File: src/rtl/fetch_unit.sv
// Instruction-fetch front end: 8-phase machine-cycle sequencer, 12-bit program counter,
// ROM nibble capture and one/two-byte instruction assembly for the decoder.
module fetch_unit #(
  parameter logic [11:0] RESET_PC = 12'h000
) (
  input  logic        clk,
  input  logic        rst,
  input  logic        en,
  input  logic [3:0]  rom_nibble,
  input  logic        pc_load,
  input  logic [11:0] pc_load_addr,
  output logic [11:0] rom_addr,
  output logic [2:0]  cycle,
  output logic        sync,
  output logic [3:0]  opr,
  output logic [3:0]  opa,
  output logic [7:0]  op2,
  output logic        two_byte,
  output logic        instr_valid
);

  typedef enum logic {
    FETCH1 = 1'b0,
    FETCH2 = 1'b1
  } state_t;

  localparam logic [2:0] CYC_M1 = 3'd3;
  localparam logic [2:0] CYC_M2 = 3'd4;
  localparam logic [2:0] CYC_X3 = 3'd7;

  // JCN, FIM (even OPA), JUN, JMS and ISZ carry a second byte; FIN is one-byte.
  function automatic logic is_two_byte(input logic [3:0] code_hi, input logic [3:0] code_lo);
    logic result;
    case (code_hi)
      4'h1, 4'h4, 4'h5, 4'h7: result = 1'b1;
      4'h2:                   result = ~code_lo[0];
      default:                result = 1'b0;
    endcase
    return result;
  endfunction

  state_t      state, state_next;
  logic [2:0]  cycle_q, cycle_next;
  logic [11:0] pc_q, pc_next;
  logic [3:0]  opr_q, opr_next;
  logic [3:0]  opa_q, opa_next;
  logic [7:0]  op2_q, op2_next;
  logic        two_byte_q, two_byte_next;
  logic        valid_q, valid_next;
  logic        decode_two;

  // opr already holds this byte's high nibble when the low nibble arrives at M2.
  assign decode_two = is_two_byte(opr_q, rom_nibble);

  always_comb begin
    state_next    = state;
    cycle_next    = cycle_q + 3'd1;
    pc_next       = pc_q;
    opr_next      = opr_q;
    opa_next      = opa_q;
    op2_next      = op2_q;
    two_byte_next = two_byte_q;
    valid_next    = 1'b0;

    case (state)
      FETCH1: begin
        if (cycle_q == CYC_M1) begin
          opr_next = rom_nibble;
        end
        if (cycle_q == CYC_M2) begin
          opa_next      = rom_nibble;
          two_byte_next = decode_two;
          valid_next    = ~decode_two;
        end
        if (cycle_q == CYC_X3 && two_byte_q) begin
          state_next = FETCH2;
        end
      end
      FETCH2: begin
        if (cycle_q == CYC_M1) begin
          op2_next[7:4] = rom_nibble;
        end
        if (cycle_q == CYC_M2) begin
          op2_next[3:0] = rom_nibble;
          valid_next    = 1'b1;
        end
        if (cycle_q == CYC_X3) begin
          state_next = FETCH1;
        end
      end
      default: state_next = FETCH1;
    endcase

    // A jump between the two bytes of an instruction would split it, so it is refused.
    if (cycle_q == CYC_X3) begin
      if (pc_load && (state == FETCH2 || !two_byte_q)) begin
        pc_next = pc_load_addr;
      end else begin
        pc_next = pc_q + 12'd1;
      end
    end
  end

  always_ff @(posedge clk) begin
    if (rst) begin
      state      <= FETCH1;
      cycle_q    <= 3'd0;
      pc_q       <= RESET_PC;
      opr_q      <= 4'h0;
      opa_q      <= 4'h0;
      op2_q      <= 8'h00;
      two_byte_q <= 1'b0;
      valid_q    <= 1'b0;
    end else if (en) begin
      state      <= state_next;
      cycle_q    <= cycle_next;
      pc_q       <= pc_next;
      opr_q      <= opr_next;
      opa_q      <= opa_next;
      op2_q      <= op2_next;
      two_byte_q <= two_byte_next;
      valid_q    <= valid_next;
    end else begin
      valid_q <= 1'b0;
    end
  end

  assign rom_addr    = pc_q;
  assign cycle       = cycle_q;
  assign sync        = (cycle_q == CYC_X3);
  assign opr         = opr_q;
  assign opa         = opa_q;
  assign op2         = op2_q;
  assign two_byte    = two_byte_q;
  assign instr_valid = valid_q;

endmodule
File: config.mk
export PLATFORM = sky130hd
export DESIGN_NAME = fetch_unit
export DESIGN_NICKNAME = d
export VERILOG_FILES = /design/src/rtl/fetch_unit.sv
export SDC_FILE = /design/constraint.sdc
export NUM_CORES = 1
export LEC_CHECK = 0
export BUFFER_PORTS_ARGS = -buffer_cell sky130_fd_sc_hd__buf_4
export CORE_UTILIZATION = 44
export DETAILED_ROUTE_END_ITERATION = 6
export GPL_ROUTABILITY_DRIVEN = 0
export PLACE_DENSITY_LB_ADDON = 0.3
export SLEW_MARGIN = 25
export SYNTH_ARGS = -nofsm -noshare
export SYNTH_HDL_FRONTEND = slang
export SYNTH_SLANG_ARGS = --single-unit
File: constraint.sdc
create_clock -name clk -period 4.52 [get_ports clk]
set_clock_uncertainty 0.2 [all_clocks]
set_input_delay 0.226 -clock clk [delete_from_list [all_inputs] [get_ports clk]]
set_output_delay 0.226 -clock clk [all_outputs]
set_load 0.05 [all_outputs]
Word-level counts from Yosys, hierarchy flattened
Cells that the tools add are included.
Word-level totals
  word-level logic and storage cells: 42
  memories: 0
  bits in read-only memories: 0
  bits in latches: 0
  input port bits: 20
  output and inout bits: 34
  memory bits (writable): 0
  bits in registers: 34
Cells by class
  shift operators: 0
  div/mod/pow operators: 0
  eq/ne operators: 8
  muxes and demuxes: 8
  bitwise gates (word level): 4
  reductions and logical operators: 11
  magnitude comparators: 0
  $mul: 0
  add/subtract/negate cells: 2
Operators by type and width (count)
  $add 12x1->12 const B: 1
  $eq 4x3->1 const B: 3
  $mux 12: 1
  $reduce_and 3->1: 4
  $eq 3x3->1 const B: 2
  $pmux 1 s2: 3
  $eq 4x1->1 const B: 1
  $eq 4x2->1 const B: 1
  $mux 1: 4
  $not 1->1: 4
  $reduce_or 4->1: 1
  $add 3x1->3 const B: 1
  $eq 3x2->1 const B: 1
  $logic_and 1x1->1: 2
  $reduce_and 2->1: 1
  $reduce_or 2->1: 1
  $logic_not 1->1: 1
  $logic_or 1x1->1: 1

Longest topological paths before layout
Gate-level depths: netlist of the first run.
  depth after elaboration: 6
  gate-level depth with buffers: 7
  depth with buffers taken out: 6

Least setup slack after synthesis of the first run
Ideal clock, no wire load.
  path kind: register to register
  from: register cycle_q[0] (netlist: cycle[0])
  to: register pc_q[8] (netlist: rom_addr[8])
  path slack: 2017 ps
  clock period less this slack: 2503 ps
  arrival time: 2228 ps
  cell stages (with the launch flop): 6
  setup time: 74 ps
  path through: dfxtp_1 > ha_1 > ha_1 > nand2_1 > or4_1 > a31oi_1
On the way
  cells in the longest elaborated chain, start to end: 2
RTL lines
  start, declared: RTL line 43  | logic [2:0] cycle_q, cycle_next;
  start signal, assigned: RTL line 116  | cycle_q <= cycle_next;
  $eq 3x3->1
  via sync: RTL line 14  | output logic sync,
  $reduce_and 2->1 (no source line)
  end signal, assigned: RTL line 117  | pc_q <= pc_next;
  end, declared: RTL line 44  | logic [11:0] pc_q, pc_next;
The timed path passes the listed nets, and every way through them passes these cells.
A chain may end at the register's enable or synchronous reset.

Final worst setup path of the first run
  from: register cycle_q[0] (netlist: cycle[0])
  to: register pc_q[8] (netlist: rom_addr[8])
On the way
  cells in the longest elaborated chain, start to end: 2
RTL lines
  $eq 3x3->1: RTL line 95  | if (cycle_q == CYC_X3) begin
  $reduce_and 2->1 (no source line)
Every way passes these cells.

==> flow_metrics.env, run 1 <==
export IMPL_status="completed"
export IMPL_vias=1643
export IMPL_synthDistinctLibCells=41
export IMPL_drv_slew=0
export IMPL_ir_drop_mv=0.236
export IMPL_hold_violations=0
export IMPL_post_route_cell_area_um2=2250
export IMPL_syn_inst=202
export IMPL_io_pins=54
export IMPL_cts_resized=0
export IMPL_cp_start_kind="register"
export IMPL_end_kind="register"
export IMPL_finalNetCount=275
export IMPL_grtUsageTotal_pct=21.1
export IMPL_wl_per_cell_um=13.5
export IMPL_core_area_um2=3660
export IMPL_ys_ff_latch=34
export IMPL_grt_pass1_wl_um=6670
export IMPL_critPathRequiredTime_ps=4540
export IMPL_ys_seq_area_share_pct=40.2
export IMPL_die_area_um2=4100
export IMPL_grt_pass1_vias=1406
export IMPL_crit_type="reg -> reg"
export IMPL_cts_hold_buf=2
export IMPL_clock_latency_ps=290
export IMPL_rsz0062_at_grt="no"
export IMPL_power_w=0.000713
export IMPL_critPathMaxFanout=22
export IMPL_r2r_start="cycle[0]"
export IMPL_viasPerCell=5.49
export IMPL_min_path_type="in -> reg"
export IMPL_syn_num_nets=227
export IMPL_synth_async_reset_ratio_pct=0
export IMPL_root_buffer="clkbuf_8"
export IMPL_tightest_slew_ps=692
export IMPL_avgSynthCellArea_um2=8.37
export IMPL_power_density_nw_per_um2=317
export IMPL_grt_overflow_total=0
export IMPL_clk_path_buf_depth=2
export IMPL_hold_start="pc_load_addr[1]"
export IMPL_dp_hpwl_um=2750
export IMPL_diodes=0
export IMPL_period_needed_ps=2250
export IMPL_numCtsBuffers=5
export IMPL_tritoncts="yes"
export IMPL_synth_flop_cell="dfxtp_1"
export IMPL_drt_wl_total_um=4040
export IMPL_relSlewSlack_pct=53.8
export IMPL_fillers=334
export IMPL_clk_pin_slew_worst_paths_ps=70
export IMPL_grt_max_degree=35
export IMPL_multi_input_area_um2=915
export IMPL_reg2reg_slack_ps=2270
export IMPL_max_freq_ghz=0.445
export IMPL_drive_above_1_share_pct=25.5
export IMPL_portBuffers=53
export IMPL_seq_area_um2=681
export IMPL_htree_levels=2
export IMPL_row_count=22
export IMPL_clock_sinks=34
export IMPL_fp_dieH_um=64.0
export IMPL_antenna_found_initial=0
export IMPL_drt_first_pass_iters=4
export IMPL_setup_viol=0
export IMPL_post_cts_setup_buffers=0
export IMPL_leakagePower_nw=0.984
export IMPL_ant_nets=0
export IMPL_setup_tns_ps=0
export IMPL_die_w_um=64.0
export IMPL_yosysWarnings=0
export IMPL_syn_to_final_growth_pct=33.1
export IMPL_fin_crit_sh_pct=49.7
export IMPL_placed_area_um2=2080
export IMPL_synth_area_um2=1690
export IMPL_synth_edff_count=0
export IMPL_crit_path_start="cycle[0]"
export IMPL_max_cap_viol_count=0
export IMPL_start_util_pct=46.2
export IMPL_worstPathArrival_ps=2270
export IMPL_drt_initial_drc_count=122
export IMPL_drc=0
-- Yosys cell counts (2+ instances only) --
library cell	count	area, um^2
o32ai_1	2	17.5
a31oi_1	6	37.5
a2bb2oi_1	3	26.3
clkbuf_1	9	33.8
a21boi_0	2	15.0
nor2_1	24	90.1
buf_2	5	25.0
mux2i_1	15	150
nand2_1	18	67.6
nand4_1	5	31.3
a221oi_1	2	17.5
a21o_1	2	15.0
and3_1	2	12.5
a21oi_1	14	70.1
nand3b_1	3	22.5
nor3_1	2	10.0
a211oi_1	4	30.0
and2_1	2	12.5
inv_1	8	30.0
nand3_1	11	55.1
o21ai_0	6	30.0
ha_1	5	62.6
dfxtp_1	34	681
-- per-stage QoR --
step | cells | setup slack [ps] | utilization [%] | hold slack, ps
floorplan | 202 | 2020 | - | 162
global placement | 288 | 2350 | 56.9 | 260
detailed placement | 288 | 2300 | 56.9 | 272
CTS | 298 | 2270 | 61.2 | 0.633
global route | 299 | 2140 | 61.5 | 6.40
finish | 299 | 2270 | 61.5 | 9.36
-- cells by family after synthesis --
family                     count (synthesis)  synth area share, %
AOI/OAI and AO/OA                         51                 20.0
xor gates and xnor gates                   1                0.518
adders and majority gates                  5                 3.70
buffers and inverters                     23                 5.70
DFF                                       34                 40.2
muxes                                     15                 8.88
and+or+nand+nor                           73                 20.9
-- metal layers --
metal  part of all wire [%]  vias up  track usage, %
met1                     43      764            26.7
met2                     48       53            33.1
li1                       -      821               -
met5                      0        -               0
met3                    7.6        5            6.79
met4                    1.1        0            8.24
-- area by class of cell --
class | instances | share of cell area (%)
multi-input cells | 145 | 40.6
flip-flops and latches | 34 | 30.2
repair buffers | 56 | 19.0
clock buffers | 5 | 3.06
clock inverters | 3 | 3.06
well taps | 48 | 2.67
inverters | 8 | 1.33
-- worst max-delay path: stages (launching register included) --
cell	delay, ps
dfxtp_1	390
ha_1	200
ha_1	180
nand2_1	410
or4_1	640
a31oi_1	160
-- state kept, by name (all words and copies together) (netlist names) --
signal / cells
opr: 4
cycle: 3
op2: 8
instr_valid: 1
opa: 4
rom_addr: 12
two_byte: 1
state: 1
-- report_power, final --
part           switching (W)  total [W]  leakage (nW)  internal (W)
Clock               0.000118   0.000339        0.0683      0.000221
Combinational      0.0000397  0.0000662         0.641     0.0000265
Sequential        0.00000406   0.000308         0.275      0.000304
-- layout by cell type (no fill, tap or decap), types with 2 or more instances in the layout --
cell	instances
buf_4	53
dfxtp_1	34
nor2_1	24
nand2_1	18
mux2i_1	15
a21oi_1	14
nand3_1	11
inv_1	8
a31oi_1	6
o21ai_0	6
nand4_1	5
ha_1	5
clkbuf_8	5
a211oi_1	4
a2bb2oi_1	3
nand3b_1	3
dlygate4sd3_1	3
and3_1	2
a21o_1	2
and2_1	2
a221oi_1	2
nor3_1	2
a21boi_0	2
o32ai_1	2
bufinv_16	2
-- final timing paths --
kind,to,cells past startpoint
max,rom_addr[8],5
min,rom_addr[1],3
max reg2reg,rom_addr[8],5
min reg2reg,opa[3],2
Power figures use the tool's default switching activity.
==> run 2: changes to the inputs <==
- clock period: 4.52 -> 2.3 ns (I/O delays scaled with it)
==> run 2 against run 1 <==
Routed wire length up 4.2%. Largest power group unchanged. Via count down 0.12%. Critical endpoint unchanged. Global-route usage up 1.2 points. Sequential share of layout area down 1.4 points.
==> flow_metrics.env, run 2 (synthesis gave the netlist of run 1 again) <==
export IMPL_status="completed"
export IMPL_fin_util_pct=64.6
export IMPL_hold_start="pc_load_addr[9]"
export IMPL_reg2reg_slack_ps=310
export IMPL_viasPerCell=5.28
export IMPL_portBuffers=53
export IMPL_period_needed_ps=1990
export IMPL_rsz0062_at_grt="no"
export IMPL_critPathMaxFanout=7
export IMPL_fp_dieH_um=64.0
export IMPL_drt_first_pass_iters=6
export IMPL_largest_reg_flops=12
export IMPL_diodes=0
export IMPL_antenna_found_initial=0
export IMPL_fin_crit_sh_pct=86.4
export IMPL_max_cap_viol_count=0
export IMPL_hold_end="rom_addr[9]"
export IMPL_end_kind="register"
export IMPL_mostFrequentLayoutCell="buf_4"
export IMPL_dp_hpwl_um=2820
export IMPL_grt_pass1_vias=1507
export IMPL_tritoncts="yes"
export IMPL_ant_nets=0
export IMPL_syn_to_final_growth_pct=39.9
export IMPL_tightest_slew_ps=402
export IMPL_cp_start_kind="register"
export IMPL_clk_path_buf_depth=2
export IMPL_row_count=22
export IMPL_finalNetCount=287
export IMPL_min_path_type="in -> reg"
export IMPL_die_w_um=64.0
export IMPL_core_area_um2=3660
export IMPL_start_util_pct=46.2
export IMPL_grt_pass1_wl_um=7070
export IMPL_final_cell_mix="57 x buf_4, 32 x dfxtp_1, 24 x nor2_1"
export IMPL_r2r_start="rom_addr[0]"
export IMPL_clock_sinks=34
export IMPL_hold_violations=0
export IMPL_numCtsBuffers=5
export IMPL_max_freq_ghz=0.503
export IMPL_setup_tns_ps=0
export IMPL_post_cts_setup_buffers=0
export IMPL_r2r_cells=5
export IMPL_crit_type="reg -> reg"
export IMPL_critPathRequiredTime_ps=2310
export IMPL_r2r_end="rom_addr[8]"
export IMPL_clock_latency_ps=290
export IMPL_drt_initial_drc_count=93
export IMPL_grt_overflow_total=0
export IMPL_drv_slew=0
export IMPL_drc=0
export IMPL_drt_wl_total_um=4210
export IMPL_root_buffer="clkbuf_8"
export IMPL_ir_drop_mv=0.406
export IMPL_wl_per_cell_um=13.5
export IMPL_htree_levels=2
export IMPL_clk_pin_slew_worst_paths_ps=70
export IMPL_worstPathArrival_ps=2000
export IMPL_power_density_nw_per_um2=598
export IMPL_hold_depth=4
export IMPL_vias=1641
export IMPL_die_area_um2=4100
export IMPL_leakagePower_nw=1.03
export IMPL_grtUsageTotal_pct=22.3
export IMPL_io_pins=54
export IMPL_drive_above_1_share_pct=27.0
export IMPL_setup_viol=0
export IMPL_relSlewSlack_pct=73.2
export IMPL_grt_max_degree=35
==> run 2: how the worst max path moves through the flow <==
stage / from / to / slack [ps]
final: rom_addr[0] / rom_addr[8] / 310
after global routing: rom_addr[0] / rom_addr[8] / 230
after CTS: rom_addr[0] / rom_addr[8] / 330
after detailed placement: rom_addr[0] / rom_addr[8] / 340
after global placement: rom_addr[0] / rom_addr[8] / 410
after floorplan: rom_addr[0] / rom_addr[8] / 70
==> run 2: layer usage <==
layer | up-vias | global-route usage [%] | wire [um]
li1 | 842 | - | -
met1 | 755 | 28.1 | 2060
met2 | 42 | 36.4 | 1950
met3 | 2 | 6.25 | 171
met4 | 0 | 7.67 | 19
met5 | - | 0 | 0
==> run 2: repair_timing <==
item                                    CTS  global route
hold endpoints to repair                 25             0
hold buffers                             11             0
endpoints found under the setup margin    0             0
resized for setup                         0             0
==> run 2: through the flow <==
step | hold WS, ps | area (um^2) | total power (W) | instances | setup slack (ps)
floorplan | 51.0 | 1700 | 0.000695 | 202 | 66.2
global placement | 187 | 2120 | 0.000746 | 292 | 410
detailed placement | 198 | 2120 | 0.000747 | 292 | 343
CTS | 2.80 | 2370 | 0.00143 | 311 | 331
global route | 27.1 | 2370 | 0.00147 | 311 | 231
finish | 8.61 | 2370 | 0.00141 | 311 | 313
==> run 2: cell type report <==
cell class	instances	area [um^2]
well taps	48	60.1
flip-flops and latches	34	683
clock inverters	3	68.8
repair buffers	68	538
fillers	333	1290
clock buffers	5	68.8
multi-input cells	145	917
inverters	8	30.0
==> run 2: critical path, stage by stage, from the launching register on <==
cell and delay [ps]:
dfxtp_1 450, ha_1 250, and4_1 320, nand4_1 130, or4_1 410, a31oi_1 160
==> run 2: where the power goes <==
group          switching [W]  total, W  internal [W]  leakage, nW
combinational      0.0000805  0.000143     0.0000623        0.690
clock               0.000232  0.000666      0.000434       0.0683
sequential        0.00000850  0.000606      0.000597        0.275
total               0.000321   0.00141       0.00109         1.03
==> run 3: changes to the inputs <==
- CORE_MARGIN: default -> 2
- REMOVE_ABC_BUFFERS: default -> 1
==> run 3 against run 2 <==
Sequential power barely moved. Global-route usage fell by 0.80 points. Register-to-register slack barely moved. First-iteration DRC count rose by 43%. Flip-flop and latch count did not move. Clock-buffer cell count did not move. Final area fell by 3.0%.
==> flow_metrics.env, run 3 (synthesis gave the netlist of run 1 again) <==
export IMPL_die_area_um2=4360
export IMPL_setup_viol=0
export IMPL_drive_above_1_share_pct=25.3
export IMPL_dp_hpwl_um=2940
export IMPL_ir_drop_mv=0.390
export IMPL_drt_first_pass_iters=6
export IMPL_mostFrequentLayoutCell="buf_4"
export IMPL_multi_input_area_um2=915
export IMPL_post_route_worst_setup_slack_ps=300
export IMPL_max_cap_viol_count=0
export IMPL_final_cell_mix="56 x buf_4, 34 x dfxtp_1, 24 x nor2_1"
export IMPL_seq_area_um2=681
export IMPL_globalRouteMet2Util_pct=37.5
export IMPL_row_count=22
export IMPL_pre_cts_ws_ps=322
export IMPL_power_density_nw_per_um2=506
export IMPL_grt_max_degree=35
export IMPL_end_kind="register"
export IMPL_fillers=336
export IMPL_grt_overflow_total=0
export IMPL_crit_path_start="rom_addr[0]"
export IMPL_die_w_um=66.0
export IMPL_start_util_pct=45.9
export IMPL_max_freq_ghz=0.500
export IMPL_finalNetCount=286
export IMPL_r2r_start="rom_addr[0]"
export IMPL_clk_path_buf_depth=2
export IMPL_portBuffers=53
export IMPL_io_pins=54
export IMPL_grtUsageTotal_pct=21.5
export IMPL_vias=1696
export IMPL_rsz0062_at_grt="no"
export IMPL_grt_pass1_vias=1648
export IMPL_critPathRequiredTime_ps=2320
export IMPL_diodes=0
export IMPL_drt_initial_drc_count=133
export IMPL_grt_pass1_wl_um=7300
export IMPL_fin_crit_sh_pct=86.9
export IMPL_post_cts_setup_buffers=0
export IMPL_ant_nets=0
export IMPL_period_needed_ps=2000
export IMPL_busiest_layer="met2"
export IMPL_largest_reg_flops=12
export IMPL_tritoncts="yes"
export IMPL_power_w=0.00116
export IMPL_drv_slew=0
export IMPL_hold_start="pc_load_addr[9]"
export IMPL_wl_per_cell_um=13.9
export IMPL_hold_violations=0
export IMPL_clock_latency_ps=290
export IMPL_worstPathArrival_ps=2020
export IMPL_drt_wl_total_um=4300
export IMPL_relSlewSlack_pct=65.1
export IMPL_numCtsBuffers=5
export IMPL_clock_sinks=34
export IMPL_root_buffer="clkbuf_8"
export IMPL_syn_to_final_growth_pct=35.7
export IMPL_leakagePower_nw=1.01
export IMPL_fp_dieH_um=66.0
export IMPL_htree_levels=2
export IMPL_drc=0
export IMPL_tightest_slew_ps=522
export IMPL_antenna_found_initial=0
export IMPL_grtUsageMet3_pct=6.47
export IMPL_crit_type="reg -> reg"
export IMPL_min_path_type="in -> reg"
export IMPL_critPathMaxFanout=7
export IMPL_viasPerCell=5.49
export IMPL_cp_start_kind="register"
export IMPL_clk_pin_slew_worst_paths_ps=70
export IMPL_use_met1_pct=25.6
export IMPL_status="completed"
export IMPL_core_area_um2=3690
[run 3: where the power goes]
group          total, W  switching, W  internal [W]
Clock          0.000414      0.000211      0.000203
Sequential     0.000605    0.00000799      0.000597
Combinational  0.000142     0.0000810     0.0000612
[run 3: metrics by stage]
step           cell area, um^2  hold WS [ps]  TNS [ps]  utilization, %  std cells
3_3_place_gp              2110           187         0            57.1        291
3_5_place_dp              2110           192         0            57.1        291
2_1_floorplan             1630         -15.9     -3100               -        187
5_1_grt                   2290          17.6         0            62.2        309
4_1_cts                   2290          5.44         0            62.2        309
6_report                  2290          8.44         0            62.2        309
[run 3: path summary, 6_finish.rpt]
| path | to | slack [ps] | cells after the start |
|---|---|---|---|
| setup / recovery | rom_addr[8] | 300 | 5 |
| hold / removal | rom_addr[9] | 8 | 4 |
| hold reg to reg | opa[1] | 280 | 2 |
| setup reg to reg | rom_addr[8] | 300 | 5 |
[run 3: cell type report]
type                            count  share of cell area, %
Multi-Input combinational cell    145                   39.9
Tap cell                           48                   2.62
Clock buffer                        5                   3.00
Timing Repair Buffer               67                   23.1
Clock inverter                      2                  0.436
Sequential cell                    34                   29.7
Inverter                            8                   1.31
[run 3: metal layers]
| metal | routed length [um] | vias to the layer above |
|---|---|---|
| met2 | 2030 | 61 |
| met1 | 1930 | 785 |
| li1 | - | 843 |
| met4 | 51 | 0 |
| met5 | 0 | - |
| met3 | 296 | 7 |
[run 3: worst max-delay path: stages, from the launching register on]
cell and delay [ps]:
dfxtp_1 440, ha_1 250, and4_1 320, nand4_1 150
or4_1 420, a31oi_1 150
[run 3: what timing repair did]
| action | 4_1_cts | 5_1_grt |
|---|---|---|
| hold buffers | 11 | 0 |
| endpoints found under the hold margin | 25 | 0 |
| resized for setup | 0 | 0 |
